==> src/rtl/shift_reg_sync_set_clr.sv <==
// Universal register: hold, shift right, shift left or parallel load.
// Synchronous clear beats synchronous set, and both beat the clock enable.
// rst_n is asynchronous and active low. It loads RESET_VALUE.
// Optional feature macro: SHIFT_REG_ROTATE_EN. When it is defined, the rot input
// turns both shifts into rotates.
module shift_reg_sync_set_clr #(
  parameter int unsigned      WIDTH       = 8,
  parameter logic [WIDTH-1:0] RESET_VALUE = '0,
  parameter logic [WIDTH-1:0] SET_VALUE   = '1
) (
  input  logic             clk,
  input  logic             rst_n,
  input  logic             clr,
  input  logic             set,
  input  logic             en,
  input  logic [1:0]       mode,
  input  logic [WIDTH-1:0] d,
  input  logic             sin_r,
  input  logic             sin_l,
`ifdef SHIFT_REG_ROTATE_EN
  input  logic             rot,
`endif
  output logic [WIDTH-1:0] q,
  output logic             sout_r,
  output logic             sout_l
);

  typedef enum logic [1:0] {
    ModeHold  = 2'b00,
    ModeShr   = 2'b01,
    ModeShl   = 2'b10,
    ModeLoad  = 2'b11
  } mode_e;

  logic [WIDTH-1:0] q_reg;
  logic [WIDTH-1:0] q_next;
  logic             fill_r;
  logic             fill_l;
  mode_e            mode_dec;

  assign mode_dec = mode_e'(mode);

  // Pick the bit that enters on each shift: serial input, or the outgoing bit when rotating.
  always_comb begin
    fill_r = sin_r;
    fill_l = sin_l;
`ifdef SHIFT_REG_ROTATE_EN
    if (rot) begin
      fill_r = q_reg[0];
      fill_l = q_reg[WIDTH-1];
    end
`endif
  end

  // Next-state priority: clear, then set, then enable-gated mode operation.
  always_comb begin
    q_next = q_reg;
    if (clr) begin
      q_next = '0;
    end else if (set) begin
      q_next = SET_VALUE;
    end else if (en) begin
      case (mode_dec)
        ModeHold: q_next = q_reg;
        ModeShr:  q_next = {fill_r, q_reg[WIDTH-1:1]};
        ModeShl:  q_next = {q_reg[WIDTH-2:0], fill_l};
        ModeLoad: q_next = d;
        default:  q_next = q_reg;
      endcase
    end
  end

  // State register with asynchronous reset.
  always_ff @(posedge clk or negedge rst_n) begin
    if (!rst_n) begin
      q_reg <= RESET_VALUE;
    end else begin
      q_reg <= q_next;
    end
  end

  assign q      = q_reg;
  assign sout_r = q_reg[0];
  assign sout_l = q_reg[WIDTH-1];

endmodule
==> config.mk <==
export PLATFORM = sky130hd
export DESIGN_NAME = shift_reg_sync_set_clr
export DESIGN_NICKNAME = d
export VERILOG_FILES = /design/src/rtl/shift_reg_sync_set_clr.sv
export SDC_FILE = /design/constraint.sdc
export NUM_CORES = 1
export LEC_CHECK = 0
export ABC_CLOCK_PERIOD_IN_PS = 950
export CORE_MARGIN = 2
export CORE_UTILIZATION = 36
export DETAILED_ROUTE_END_ITERATION = 12
export HOLD_SLACK_MARGIN = 0.15
export PLACE_DENSITY_LB_ADDON = 0.15
export SETUP_SLACK_MARGIN = 0.5
export SYNTH_ARGS = -nofsm -noshare
export SYNTH_HDL_FRONTEND = slang
export SYNTH_SLANG_ARGS = --single-unit
==> constraint.sdc <==
create_clock -name clk -period 0.95 [get_ports clk]
set_input_delay 0.095 -clock clk [delete_from_list [all_inputs] [get_ports clk]]
set_output_delay 0.095 -clock clk [all_outputs]
set_load 0.05 [all_outputs]
== After elaboration in Yosys (flattened, before gate mapping) ==
Cells that the tools add are included.

* Output and inout bits: 10
* Register bits after elaboration: 8

* Mux-type cells: 4
* Reductions and logical operators: 3
* Equality and inequality tests: 4

{| class="wikitable"
|+ Operator list
! kind !! count
|-
| 8-bit 2-to-1 mux || 3
|-
| 8-bit case mux with 3 select lines || 1
|-
| 2-bit == test (second input constant) || 2
|-
| 3-bit != test (second input constant) || 1
|-
| 3-bit nonzero test || 1
|-
| 2-bit by 1-bit == test with 1-bit output (second input constant) || 1
|-
| 2-bit zero test || 1
|-
| 2-bit AND reduction || 1
|}

== Longest topological paths before layout ==
Gate-level depths: netlist (run 1).

* Word-level depth: 5
* Mapped depth: 5
* Gate-level depth less buffers: 3

== Worst setup path after synthesis (run 1) ==
OpenSTA, ideal clock, no wires.

* Path kind: register to register
* Start: register q_reg[0], in the netlist q[0]
* End: register q_reg[1], in the netlist q[1]
* Path buffers: 0
* Arrival time: 1127 ps
* Cell stages (with the launch flop): 4
* Clock period less this slack: 1255 ps
* Setup slack: -305 ps
* Required time: 822 ps
* Cells stage by stage: dfrtp_1 mux2_2 mux2i_1 o22ai_2

* Word-level cells in the longest chain between the ends: 4

{| class="wikitable"
|+ RTL lines
! item !! line !! RTL
|-
| start, declared || 35 || <nowiki>logic [WIDTH-1:0] q_reg;</nowiki>
|-
| start signal, assigned || 78 || <nowiki>q_reg <= q_next;</nowiki>
|-
| 8-bit case mux with 3 select lines || 63 || <nowiki>case (mode_dec)</nowiki>
|-
| 8-bit 2-to-1 mux || 62 || <nowiki>end else if (en) begin</nowiki>
|-
| 8-bit 2-to-1 mux || 60 || <nowiki>end else if (set) begin</nowiki>
|-
| 8-bit 2-to-1 mux || 58 || <nowiki>if (clr) begin</nowiki>
|}

No other way between the ends. The select of a mux whose other input is x is not followed.
A chain may end at the register's enable or synchronous reset.

== Worst setup path in the final report (run 1) ==
* Start: register q_reg[2], in the netlist q[2]
* End: register q_reg[3], in the netlist q[3]

The elaborated chain is that of the path after synthesis.

==> summary.md, run 1 <==
| Metric | Value |
|---|---|
| Post-synth top cells | a21oi_1 (8), dfrtp_1 (8), mux2_2 (8), mux2i_1 (8), o22ai_2 (8) |
| Die Width | between 40 and 50 microns |
| Std-Cell Rows | 14 |
| Initial core utilization | 0.389 |
| Max Clock Freq | 944 MHz |
| DIE AREA | slightly below 2000 sq um |
| Clock Sinks | 8 |
| Final #Nets | around 100 |
| Boundary Pins | 27 |
| GPL Wtd Cong | 0.766 |
| Sequential fraction of the synthesis area | 0.338 |
| Clk root buf | clkbuf_4 |
| Max-cap violation count | 0 |
| CTS tree | yes |
| Setup ws final | -0.109 ns |
| N_diodes | 0 |
| Syn nets | 66 |
| Fin. Hold Viols | 8 |
| Final instance count without filler cells | around 100 |
| Peak VDD IR | between 0.9 and 1 mV |
| Synth top area share | 0.338 |
| Synthesized flop and latch total | 8 |
| Worst Path Required | ~1.1 ns |
| Primary FF master, synth | dfrtp_1 |
| Fin Setup TNS | -1.28 ns |
| Clock buffer depth | 2 |
| Iter 0 DRT Violations | 7 |
| Crit-path max FO | 2 |
| WHS | -0.140 ns |
| RSZ-0062 raised after global routing | yes |
| Gr ovfl total | 0 |
| Slowest cell on crit path | dfrtp_2 |
| Antenna violations before repair | 0 |
| Avg WL per Cell | roughly 15 microns |
| Fin crit share | 1.11 |
| Largest area contributor in the netlist | dfrtp_1 |
| Post-synth cell types | 10 |
| Slowest cell delay on critical path | 0.41 ns |
| Vias | approximately 530 |
| Drt drc | 0 |
| Global-route wire length before repair | 2.44 mm |
| Max_slew headroom | 0.746 |
| Postcts setup bufs | 0 |
| Clock Skews | about 0.00053 ns |
| Hpwl dp | 1.16 mm |
| CP endpoint kind | register |
| Layout cell share with drive strength beyond 1 | 0.663 |
| Largest cells by area after synthesis | dfrtp_1 (34%), o22ai_2 (17%), mux2_2 (15%) |
| Run status | complete, but fails checks |
| PD cells | 1260 nW/um^2 |
| Place WS | -0.564 ns |
| Netlist Area Pre-Place | 593 sq um |
| Syn Area/Cell | roughly 12 sq um |
| # placed instances | 96 |
| HP Class | in -> async |
| Post-Route WL | about 1.5 mm |
| Total Routing Usage GR | 0.172 |
| Type of the worst setup path | reg -> reg |
| H-tree depth | 1 |
| Max reg flops | 8 |
| Worst EP arrival | around 1.2 ns |
| Worst slew pin tran | approximately 0.38 ns |
| Leakage | approximately 0.47 nW |
| Final ANT Viol Nets | 0 |
| IO Port Bufs | 26 |
| Total core area | around 1500 sq um |
| Die height | about 45 microns |
| YS warnings | 0 |
| Area delta synth->final | 85.2% |
| Final Setup Violations | 17 |
| Minimum clock period | 1.06 ns |
| Vias per cell | ~5.3 |
| Startpoint type of the worst setup path | register |
| DR pass1 iterations | 4 |
| Crit-path cells | mux2_2, mux2i_2, o22ai_2 |
| Clock slew at reported path FFs | ~0.050 ns |
| FFs w/ async S/R, synth | 1.00 |
| Clk Latency, worst-skew pair | 0.25 ns |
| EDFF count, synth | 0 |
| Vias in the first global route | 532 |
| Syn Inst Count | 49 |
| Failing checks | hold timing, setup timing |
| Largest net degree at the start of global routing | 9 |
| Total CTS buffers | 3 |
| Slew Viols, Final | 0 |
-- final timing paths --
kind / slack, ns / from / to / cells after the start
min in group clk: 0.37 / en / q[7] / 4
max in group asynchronous: 0.79 / rst_n / q[0] / 1
max reg2reg: -0.11 / q[2] / q[3] / 3
min reg2reg: 0.68 / q[7] / q[7] / 2
max: -0.11 / q[2] / q[3] / 3
min: -0.14 / rst_n / q[6] / 1
-- metrics by stage --
step | hold WS [ns] | cell area [sq um] | total power [mW] | utilization
after floorplan | -0.201 | 622 | 0.760 | -
after global placement | 0.411 | 1010 | 1.07 | 0.665
after detailed placement | 0.414 | 1010 | 1.08 | 0.665
after CTS | -0.124 | 1080 | 1.37 | 0.706
after global routing | -0.104 | 1100 | 1.44 | 0.721
final | -0.140 | 1100 | 1.38 | 0.721
-- power by group --
| group | internal [mW] | switching [mW] | leakage, nW |
|---|---|---|---|
| clock network | 0.145 | 0.117 | 0.0138 |
| registers | 0.379 | 0.0294 | 0.0895 |
| logic | 0.385 | 0.327 | 0.365 |
-- worst max-delay path, delay by kind of cell, from the launching register on --
| family | cells | cell delay [ns] |
|---|---|---|
| AOI/OAI and AO/OA | 1 | 0.11 |
| DFF | 1 | 0.41 |
| muxes | 2 | 0.43 |
-- timing repair --
action | CTS | global route
endpoints found under the hold margin | 8 | 8
gates cloned | 0 | 0
pin swaps | 1 | 5
resized for setup | 15 | 8
endpoints found under the setup margin | 26 | 18
-- layout make-up --
type                       count  area [sq um]
clock buffer                   3          22.5
fill                         110           425
multi-input combinational     34           363
sequential                     8           210
tap                           16          20.0
timing repair buffer          38           483
-- cell usage in the layout, fill, tap and decap left out --
master / netlist / layout
buf_6: 3 / 10
mux2_2: 8 / 6
o21ai_4: 1 / 1
dlymetal6s2s_1: 0 / 1
clkdlybuf4s50_1: 0 / 12
clkbuf_4: 0 / 3
mux2i_2: 0 / 2
mux2_4: 0 / 2
buf_12: 0 / 10
o22ai_2: 8 / 8
mux2i_1: 8 / 5
clkbuf_2: 0 / 1
mux2i_4: 0 / 1
or2_4: 0 / 1
dlygate4sd2_1: 0 / 2
a21oi_1: 8 / 8
buf_4: 3 / 2
dfrtp_2: 0 / 8
-- cell families after synthesis --
group / count (synthesis) / synth area share
muxes: 16 / 0.287
buffers and inverters: 7 / 0.101
DFF: 8 / 0.338
and+or+nand+nor: 1 / 0.0106
AOI/OAI and AO/OA: 17 / 0.264
-- layer usage --
| metal | track usage | part of all wire |
|---|---|---|
| met1 | 0.224 | 0.44 |
| met2 | 0.267 | 0.47 |
| met3 | 0.0327 | 0.070 |
| met4 | 0.0909 | 0.016 |
| met5 | 0 | 0 |
Note: power is estimated with default switching activity, not from simulation.
==> inputs of run 2 (changes only) <==
Settings changed: CAP_MARGIN set to 20.
==> results of run 2 <==
Final layout, timing and power as in run 1 (identical DEF).
==> patch 1: new RTL, flow settings as in run 1 <==
Register the outputs `sout_r` and `sout_l`; this adds one clock of latency there. The other outputs are not delayed to match.
--- a/src/rtl/shift_reg_sync_set_clr.sv
+++ b/src/rtl/shift_reg_sync_set_clr.sv
@@ -80,7 +80,9 @@
   end
 
   assign q      = q_reg;
-  assign sout_r = q_reg[0];
-  assign sout_l = q_reg[WIDTH-1];
+  always_ff @(posedge clk) begin
+    sout_r <= q_reg[0];
+    sout_l <= q_reg[WIDTH-1];
+  end
 
 endmodule
Function: changed (Yosys sat finds a counterexample within 4 cycles, from zero or initial values and one cycle with rst_n low).
==> patch 1 against run 1 <==
- the flow still finishes with violations (hold timing, setup timing)
- total power is 9.7% higher
- core utilization is 1.4 points higher
- synthesized area is 4.2% higher
- setup slack worse by 0.0098 ns
- cell area is 4.3% higher
- routed wire length is 7.5% higher
- sequential cell count is 2 higher
==> patch 1: results <==
[clock_network]
postCtsSetupBuffers = 1
clk_pin_slew_ns = 0.07
ctsResizeCount = 17

[timing]
finalClockSkew_ns = 0.00375
fin_tns_setup_ns = -1.31
finalSetupViolations = 16
worstMarginPinSlew_ns = 0.387
hold_viol = 8
hold_ws_ns = -0.153
finalWorstSetupSlack_ns = -0.119

[final_layout]
ff_latch_area_sq_um = 258
fillCellCount = 106
drive_gt1_share_pct = 66.3
fin_cells = 102
final_nets = 105

[grt]
grt_util_met2_pct = 30.4
met1_usage_pct = 22.4
grt_pass1_vias = 572
grt_first_pass_wirelength_um = 2650

[synth]
synthTopCellsByArea = "dfrtp_1 32%, o22ai_2 16%, mux2_2 15%"
post_synth_num_cell_types = 11
ys_async_sr_fraction_pct = 80.0
synth-seq-area-share_pct = 38.9

[routing]
route.layer.met1.wl_um = 681
met2_length_um = 824
viasPerCell = 5.43
wl_um = 1620
wl_met3_um = 104

[pwr]
power.leakage_nw = 0.481

[place]
placed_area_sq_mm = 0.00106
hpwl_um = 1210
preCtsSetupSlack_ns = -0.568
place.gp.congestion = 0.720
dp.cells = 98

[run_status]
outcome = "finished, violations left"
violations = "hold timing, setup timing"
==> patch 1: path summary, 6_finish.rpt <==
check	from	endpoint	slack [ns]	cells past startpoint
setup / recovery	q[3]$_DFFE_PN0P_	q[4]$_DFFE_PN0P_	-0.12	3
hold / removal	rst_n	q[1]$_DFFE_PN0P_	-0.15	1
setup reg to reg	q[3]$_DFFE_PN0P_	q[4]$_DFFE_PN0P_	-0.12	3
hold reg to reg	q[7]$_DFFE_PN0P_	sout_l$_DFF_P_	0.45	0
max in group asynchronous	rst_n	q[6]$_DFFE_PN0P_	0.80	1
min in group clk	q[7]$_DFFE_PN0P_	sout_l$_DFF_P_	0.45	0
==> patch 1: cells by family (layout without fill, tap and decap cells) <==
family / after synthesis / count (layout) / share of synthesized area (%)
AO/OA/AOI/OAI: 17 / 17 / 25.3
buffers and inverters: 5 / 42 / 7.29
flip-flops: 10 / 10 / 38.9
multiplexers: 16 / 16 / 27.5
AND/OR/NAND/NOR: 1 / 1 / 1.01
==> patch 1: final cells by class <==
| cell class | count | share of cell area (%) |
|---|---|---|
| well taps | 16 | 1.75 |
| flip-flops and latches | 10 | 22.5 |
| repair buffers | 39 | 43.2 |
| multi-input cells | 34 | 30.6 |
| clock buffers | 3 | 1.97 |
==> patch 1: worst register-to-register path: cells and delay by family (launching register included) <==
family | cells | cell delay (ns)
multiplexers | 2 | 0.43
flip-flops | 1 | 0.41
AO/OA/AOI/OAI | 1 | 0.10
==> patch 1: where the power goes <==
group          switching, W  leakage, nW  total, W  internal (W)
Clock              0.000156       0.0138  0.000302      0.000146
Combinational      0.000324        0.360  0.000709      0.000385
Sequential        0.0000337        0.107  0.000505      0.000471
==> patch 2: new RTL, config.mk and constraints of run 1 <==
Without the edit above. The option `SHIFT_REG_ROTATE_EN` is turned on by a define.
--- a/src/rtl/shift_reg_sync_set_clr.sv
+++ b/src/rtl/shift_reg_sync_set_clr.sv
@@ -3,6 +3,8 @@
 // rst_n is asynchronous and active low. It loads RESET_VALUE.
 // Optional feature macro: SHIFT_REG_ROTATE_EN. When it is defined, the rot input
 // turns both shifts into rotates.
+`define SHIFT_REG_ROTATE_EN
+
 module shift_reg_sync_set_clr #(
   parameter int unsigned      WIDTH       = 8,
   parameter logic [WIDTH-1:0] RESET_VALUE = '0,
Ports: changed (added rot); port bits go from 27 to 28. The function was not compared with the original's and may differ.
==> patch 2 against run 1 <==
- the flow still finishes with violations (hold timing, setup timing)
- die area shrank 0.40%
- sequential cell count is the same
- synthesized area shrank 0.42%
- non-clock buffer count grew 7
- routed wire length grew 18%
- largest cell class unchanged
- final cell count grew 16%
- critical path type unchanged
- total power grew 1.9%
- clock power shrank 3%
- sequential share of layout area shrank 1.5 points
- setup slack lost 0.079 ns
- cell area grew 8.3%
- largest power group unchanged
- count of clock-buffer cells in the layout is the same
==> patch 2: results <==
[run_status]
outcome = "finished, violations left"
violations = "hold timing, setup timing"

[synth]
post_synth_num_cell_types = 17
synth_common_cells = "9 x mux2i_1, 8 x dfrtp_1, 8 x inv_1"
syn-num-nets = 75
syn_area_per_cell_sq_um = 10.4
synthTopCellsByArea = "dfrtp_1 34%, mux2i_1 15%, mux2_2 11%"
synth-seq-area-share_pct = 33.9

[timing]
slew_headroom_pct = 74.9
finalWorstSetupSlack_ns = -0.188
finalClockSkew_ns = 0.00460
hold_viol = 8
fin_tns_setup_ns = -1.53
finalSetupViolations = 18
hold_ws_ns = -0.136

[routing]
wl_met3_um = 76
vias = 615
firstDrtPassIters = 3
viasPerCell = 5.35
top_layer_used = "met4"
met2_length_um = 918
wl_um = 1770
route.layer.met1.wl_um = 744
drtIter0Drc = 6

[grt]
met1_usage_pct = 22.9
grt_usage_pct = 19.3
grt_pass1_vias = 610
met3_usage_pct = 4.08
grt_first_pass_wirelength_um = 2750
grt_util_met2_pct = 33.6

[final_layout]
final_nets = 119
fillCellCount = 103
drive_gt1_share_pct = 54.5

[pwr]
switching_share_pct = 34.2
pwr-share-clk_pct = 18.0
power.leakage_nw = 0.543
comb-power_w = 0.000750
pwr-share-comb_pct = 53.2

[setup_path]
cp_max_fo = 3
rr_worst_depth = 4
cp.arrival_ns = 1.27
reg2reg_to = "q[7]$_DFFE_PN0P_"
critPathLaunch = "q[0]$_DFFE_PN0P_"

[clock_network]
worstSkewPairLatency_ns = 0.25

[place]
place.port_buffers = 27
place.gp.congestion = 0.751
preCtsSetupSlack_ns = -0.568
placed_area_sq_mm = 0.00106
-- patch 2: repair_timing --
| action | 4_1_cts | 5_1_grt |
|---|---|---|
| endpoints found under the hold margin | 8 | 8 |
| resized for setup | 16 | 11 |
| pin swaps | 6 | 6 |
| setup buffers | 2 | 1 |
| endpoints found under the setup margin | 26 | 18 |
-- patch 2: area by class of cell --
type                            instances  area, sq um  area share (%)
Multi-Input combinational cell         35          369            31.0
Inverter                                8         30.0            2.52
Clock buffer                            3         22.5            1.89
Tap cell                               16         20.0            1.68
Sequential cell                         8          210            17.7
Timing Repair Buffer                   45          538            45.2
-- patch 2: kinds of logic after synthesis --
kind of cell           count (synthesis)  share of synthesized area (%)
DFF                                    8                           33.9
buffers and inverters                 14                           13.6
and+or+nand+nor                        6                           5.72
AOI/OAI and AO/OA                     14                           20.1
muxes                                 15                           26.7
-- patch 2: critical path, cell delays in order (launching register included) --
cell and delay (ns):
dfrtp_2 0.42, buf_4 0.14, mux2i_1 0.18, a21oi_1 0.09, a22o_1 0.19
